==> config.mk <==
export PLATFORM = sky130hd
export DESIGN_NAME = cmp_event_filter
export DESIGN_NICKNAME = d
export VERILOG_FILES = /design/src/rtl/cmp_pkg.sv /design/src/rtl/cmp_run_counter.sv /design/src/rtl/cmp_event_filter.sv
export SDC_FILE = /design/constraint.sdc
export NUM_CORES = 1
export LEC_CHECK = 0
export CELL_PAD_IN_SITES_DETAIL_PLACEMENT = 1
export CELL_PAD_IN_SITES_GLOBAL_PLACEMENT = 1
export CORE_UTILIZATION = 41
export DETAILED_ROUTE_END_ITERATION = 10
export GPL_TIMING_DRIVEN = 1
export MAX_ROUTING_LAYER = met4
export PLACE_DENSITY = 0.88
export SKIP_LAST_GASP = 1
export SLEW_MARGIN = 20
export SYNTH_ARGS = -nofsm -noshare
export SYNTH_HDL_FRONTEND = slang
export SYNTH_HIERARCHICAL = 1
export SYNTH_SLANG_ARGS = --single-unit
export TNS_END_PERCENT = 30
==> constraint.sdc <==
create_clock -name clk -period 4.65 [get_ports clk]
set_input_delay 1.395 -clock clk [delete_from_list [all_inputs] [get_ports clk]]
set_output_delay 1.395 -clock clk [all_outputs]
set_load 0.03 [all_outputs]
==> src/rtl/cmp_pkg.sv <==
// Shared types for the comparator relation event filter: relation encoding,
// one-hot flag decoder and the from/to event record.
package cmp_pkg;

    typedef enum logic [1:0] {
        REL_UNK = 2'b00,
        REL_LT  = 2'b01,
        REL_EQ  = 2'b10,
        REL_GT  = 2'b11
    } rel_e;

    typedef struct packed {
        rel_e from;
        rel_e to;
    } cmp_event_t;

    typedef struct packed {
        logic legal;
        rel_e rel;
    } rel_dec_t;

    // A sample is legal only when exactly one of the three flags is set.
    function automatic rel_dec_t onehot_to_rel(input logic lt, input logic eq, input logic gt);
        rel_dec_t dec;
        dec.legal = (lt ^ eq ^ gt) && !(lt && eq && gt);
        if (lt)      dec.rel = REL_LT;
        else if (eq) dec.rel = REL_EQ;
        else if (gt) dec.rel = REL_GT;
        else         dec.rel = REL_UNK;
        return dec;
    endfunction

endpackage

==> src/rtl/cmp_run_counter.sv <==
// Persistence counter for the debounce candidate. Counts consecutive matching
// samples, never beyond DEBOUNCE-1, and flags when one more match commits.
module cmp_run_counter #(
    parameter int DEBOUNCE = 4
) (
    input  logic clk,
    input  logic rst_n,
    input  logic clear_i,
    input  logic load_one_i,
    input  logic inc_i,
    output logic hit_o
);

    localparam int RUN_W = $clog2(DEBOUNCE + 1);

    logic [RUN_W-1:0] run_q, run_d;

    always_comb begin
        run_d = run_q;
        if (clear_i) begin
            run_d = '0;
        end else if (load_one_i) begin
            run_d = RUN_W'(1);
        end else if (inc_i && (int'(run_q) < DEBOUNCE - 1)) begin
            run_d = run_q + 1'b1;
        end
    end

    // NOTE: sequential state uses non-blocking assignment so every register samples pre-edge values.
    always_ff @(posedge clk or negedge rst_n) begin
        if (!rst_n) begin
            run_q <= '0;
        end else begin
            run_q <= run_d;
        end
    end

    assign hit_o = (int'(run_q) + 1 == DEBOUNCE);

endmodule

==> src/rtl/cmp_event_filter.sv <==
// Debounces the comparator lt/eq/gt stream and emits a from/to event through a
// one-entry buffer each time a new relation has persisted for DEBOUNCE samples.
module cmp_event_filter
    import cmp_pkg::*;
#(
    parameter int DEBOUNCE = 4,
    parameter int CNT_W    = 16
) (
    input  logic             clk,
    input  logic             rst_n,
    input  logic             in_valid,
    output logic             in_ready,
    input  logic             lt,
    input  logic             eq,
    input  logic             gt,
    output logic [1:0]       state_o,
    output logic             ev_valid,
    input  logic             ev_ready,
    output logic [1:0]       ev_from,
    output logic [1:0]       ev_to,
    output logic [CNT_W-1:0] ev_count,
    output logic             err
);

    rel_e             state_q, state_d;
    rel_e             cand_q, cand_d;
    cmp_event_t       ev_q, ev_d;
    logic             ev_valid_q, ev_valid_d;
    logic [CNT_W-1:0] cnt_q, cnt_d;
    logic             err_q, err_d;

    rel_dec_t smp;
    logic     accept;
    logic     commit;
    logic     run_clear, run_load, run_inc, run_hit;

    // The drain handshake is the only input allowed to reach in_ready combinationally.
    assign in_ready = rst_n && (!ev_valid_q || ev_ready);
    assign accept   = in_valid && in_ready;
    assign smp      = onehot_to_rel(lt, eq, gt);

    // NOTE: every always_comb output gets a default first so no path can infer a latch.
    always_comb begin
        state_d    = state_q;
        cand_d     = cand_q;
        ev_d       = ev_q;
        ev_valid_d = ev_valid_q;
        cnt_d      = cnt_q;
        err_d      = 1'b0;
        commit     = 1'b0;
        run_clear  = 1'b0;
        run_load   = 1'b0;
        run_inc    = 1'b0;

        if (accept) begin
            if (!smp.legal) begin
                err_d     = 1'b1;
                cand_d    = state_q;
                run_clear = 1'b1;
            end else if (smp.rel == state_q) begin
                cand_d    = state_q;
                run_clear = 1'b1;
            end else if (smp.rel == cand_q) begin
                run_inc = 1'b1;
                commit  = run_hit;
            end else begin
                cand_d   = smp.rel;
                run_load = 1'b1;
                commit   = (DEBOUNCE == 1);
            end
        end

        // A commit reloads the buffer even when it is being drained this cycle.
        if (commit) begin
            state_d    = smp.rel;
            cand_d     = smp.rel;
            run_clear  = 1'b1;
            ev_d       = '{from: state_q, to: smp.rel};
            ev_valid_d = 1'b1;
            cnt_d      = cnt_q + 1'b1;
        end else if (ev_valid_q && ev_ready) begin
            ev_valid_d = 1'b0;
        end
    end

    cmp_run_counter #(
        .DEBOUNCE(DEBOUNCE)
    ) u_run (
        .clk       (clk),
        .rst_n     (rst_n),
        .clear_i   (run_clear),
        .load_one_i(run_load),
        .inc_i     (run_inc),
        .hit_o     (run_hit)
    );

    always_ff @(posedge clk or negedge rst_n) begin
        if (!rst_n) begin
            state_q    <= REL_UNK;
            cand_q     <= REL_UNK;
            ev_q       <= '0;
            ev_valid_q <= 1'b0;
            cnt_q      <= '0;
            err_q      <= 1'b0;
        end else begin
            state_q    <= state_d;
            cand_q     <= cand_d;
            ev_q       <= ev_d;
            ev_valid_q <= ev_valid_d;
            cnt_q      <= cnt_d;
            err_q      <= err_d;
        end
    end

    assign state_o  = state_q;
    assign ev_valid = ev_valid_q;
    assign ev_from  = ev_q.from;
    assign ev_to    = ev_q.to;
    assign ev_count = cnt_q;
    assign err      = err_q;

endmodule
==> impl_summary.txt <==
----------------------------------------------------
[Status]
  Run status ... finished, final reports clean

[Timing]
  Setup TNS Final ... 0 ns
  Final critical delay including setup and external delays ... 3.88 ns
  Worst slew margin relative to its limit ... 0.720
  Final Max Tran Viols ... 0
  Setup Viol. Count Final ... 0
  Final cycle utilization of the critical path ... 0.834
  Post-route setup slack ... 0.773 ns
  Post-Route Skew ... 0.00937 ns
  Setup repair after global routing missed its margin ... no
  Maximum achievable frequency ... 0.258 GHz
  Transition time of the tightest slew-check pin ... 0.408 ns
  Final hold vios ... 0

[Hold path]
  Worst Hold Launch ... ev_count[15]$_DFFE_PN0P_
  Type of the worst min-delay path ... flip-flop to flip-flop
  Capture endpoint of the worst hold path ... ev_count[15]$_DFFE_PN0P_
  Hold depth ... 1

[Final layout]
  Layout net count ... 190
  Most common library cell in the layout ignoring fill and taps ... sky130_fd_sc_hd__clkdlybuf4s50_1
  Layout Area Growth over Synthesis ... 24.3%
  Utilization after layout ... 0.542
  Antenna cell count ... 0
  Share of final-layout standard cells stronger than drive strength 1 ... 0.0787
  Top library cells by usage in the layout, fill and taps aside ... sky130_fd_sc_hd__clkdlybuf4s50_1, sky130_fd_sc_hd__dfrtp_1, sky130_fd_sc_hd__xor2_1

[Routing]
  Drt total wl ... 3.58 mm
  Via-per-instance ratio ... 5.54
  DRC marker count from the first detailed-route iteration ... 62
  Average detailed-routed wire length per instance ... 16.0 µm
  Antenna violation net count after detailed routing ... 0
  Post-route DRC ... 0
  Number of vias after detailed routing ... 1240
  Number of search-and-repair iterations in the first detailed-routing pass ... 4

[Job]
  Max-capacitance violation count ... 0

[Global routing]
  Global-route met1 utilization ... 0.245
  First-pass GRT wire length ... 6.11 mm
  Initial antenna violation count ... 0
  GR peak layer ... met2
  Total global routing overflow ... 0
  GR met3 Demand/Resource ... 0.0276
  Maximum number of pins on one net before global-route repair ... 27
  Met2 layer usage reported by global route ... 0.349
  Total GRT Usage ... 0.204
  Vias in the first global route ... 1261

[Clocking]
  TritonCTS clock tree ... done
  Htree depth ... 1
  CTS clk-pin slew, worst paths ... 0.15 ns
  Clock tree sinks ... 27
  Total setup buffers inserted after CTS ... 0
  Maximum clock path buffer count ... 2
  Number of buffers created by CTS ... 3
  Cells resized by post-CTS repair ... 0
  Worst-Skew Late Latency ... 0.32 ns
  Hold Buf Count CTS ... 0
  Root buffer selected by CTS ... sky130_fd_sc_hd__clkbuf_4

[Worst setup path]
  R2R setup slack ... 2.27 ns
  Data required time at the worst endpoint ... 4.88 ns
  Terminus of the critical flop-to-flop path ... ev_from[1]$_DFFE_PN0P_
  Endpoint type of the worst setup path ... flip-flop
  Top fanout value on the critical path ... 11
  Data arrival time of the critical path ... 4.11 ns
  Nature of the critical path startpoint ... input port
  Critical path start-end classification ... input port to flip-flop
  Worst reg-to-reg path cell count ... 5
  Launch instance of the worst register-to-register path ... ev_to[0]$_DFFE_PN0P_

[Floorplan]
  Die boundary width ... 62.3 µm
  Initial Util ... 0.436
  Cell Rows ... 21
  Floorplan core area ... 0.00342 mm²
  Boundary Pins ... 32
  Die area ... 0.00388 mm²
  Die Ht ... 62.3 µm

[Placed design]
  Gp weighted congestion ... 0.824
  Setup slack at placement ... 0.434 ns
  Count of input and output buffers ... 31
  Total half-perimeter wirelength after legalization and detailed placement ... 2.75 mm

[Synthesis]
  Number of distinct library cell variants in the gate-level netlist after synthesis ... 36
  Primary flip-flop cell chosen by synthesis mapping ... sky130_fd_sc_hd__dfrtp_1
  Avg Inst Size Synth ... 10.1 µm²
  Share of async-settable or async-resettable flops after synthesis ... 1.00
  Mapped Cells ... 147
  Proportion of synthesized chip area in sequential cells ... 0.453
  Cell area after technology mapping ... 0.00149 mm²
  Syn. warnings ... 6
  EDFF count, synth ... 0
  FF+latch count, synth ... 27
  Number of nets produced by synthesis ... 158

[Pwr]
  Peak VDD IR ... 0.108 mV
  Leakage power ... 0.835 nW
  Areal power density over the cells ... 244 mW/mm²

----------------------------------------------------
[logic make-up (layout without fill, tap and decap cells)]
family                   count (synthesis)  count (layout)  synth area share
flip-flops                              27              27             0.453
XOR/XNOR                                15              15            0.0882
multiplexers                             9               9            0.0764
AND/OR/NAND/NOR                         65              65             0.240
adder cells (fa/ha/maj)                  4               4            0.0336
buffers and inverters                   12              43            0.0470
AO/OA/AOI/OAI                           15              15            0.0613
[through the flow]
stage / instance area [µm²] / hold slack [ns] / total power, mW / cells
after global routing: 1850 / 0.490 / 0.479 / 224
after floorplan: 1490 / 0.525 / 0.316 / 147
after global placement: 1830 / 0.458 / 0.348 / 220
after CTS: 1850 / 0.479 / 0.457 / 224
final: 1850 / 0.475 / 0.451 / 224
after detailed placement: 1830 / 0.461 / 0.354 / 220
[power breakdown]
group,internal (mW),switching (mW),total [mW]
Sequential,0.248,0.0191,0.267
Clock,0.0335,0.0687,0.102
Combinational,0.0365,0.0457,0.0822
[layout make-up]
cell class                      count  area (µm²)
Timing Repair Buffer               34         330
Clock buffer                        4        26.3
Fill cell                         395        1560
Inverter                            5        18.8
Sequential cell                    27         676
Multi-Input combinational cell    108         744
Tap cell                           46        57.6
[worst max-delay path by stage]
stage / from / endpoint / slack [ns] / depth (start not counted)
3_3_place_gp: lt / ev_from[0]$_DFFE_PN0P_ / 0.55 / 7
4_1_cts: lt / ev_from[1]$_DFFE_PN0P_ / 0.79 / 7
2_1_floorplan: lt / ev_count[1]$_DFFE_PN0P_ / 1.33 / 8
3_5_place_dp: lt / ev_from[1]$_DFFE_PN0P_ / 0.43 / 7
5_1_grt: lt / ev_count[6]$_DFFE_PN0P_ / 0.67 / 8
6_report: lt / ev_from[1]$_DFFE_PN0P_ / 0.77 / 7
[metal layers]
metal / vias up / share of wire
li1: 592 / -
met1: 618 / 0.44
met2: 26 / 0.51
met3: 4 / 0.031
met4: 0 / 0.0095
met5: - / 0
[critical path: stages]
cell and delay [ns]:
sky130_fd_sc_hd__clkdlybuf4s50_1 0.65, sky130_fd_sc_hd__ha_1 0.31, sky130_fd_sc_hd__nor2_1 0.09, sky130_fd_sc_hd__mux2i_1 0.15
sky130_fd_sc_hd__or4_1 0.73, sky130_fd_sc_hd__or2_1 0.43, sky130_fd_sc_hd__mux2_4 0.35
[synthesized netlist by cell type, drive strengths merged (2+ instances only)]
library cell / n / area (µm²)
inv: 5 / 18.8
nor3: 8 / 40.0
a31oi: 2 / 12.5
nand3b: 2 / 15.0
o21ai: 4 / 20.0
or4: 2 / 15.0
a211oi: 2 / 15.0
a21oi: 4 / 20.0
nor4: 10 / 62.6
nand2: 10 / 37.5
xor2: 12 / 105
nor2: 7 / 26.3
xnor2: 3 / 26.3
nand2b: 3 / 18.8
dfrtp: 27 / 676
mux2: 7 / 93.8
mux2i: 2 / 20.0
buf: 7 / 51.3
nand4: 5 / 31.3
nand3: 8 / 40.0
nor2b: 3 / 18.8
ha: 4 / 50.1
[state kept, by name, indices dropped and copies added, names as in the netlist]
| signal | cells |
|---|---|
| u_run/run_q | 3 |
| ev_valid | 1 |
| ev_from | 2 |
| cand_q | 2 |
| ev_count | 16 |
| ev_to | 2 |
| err | 1 |
Note: power is estimated with default switching activity, not from simulation.
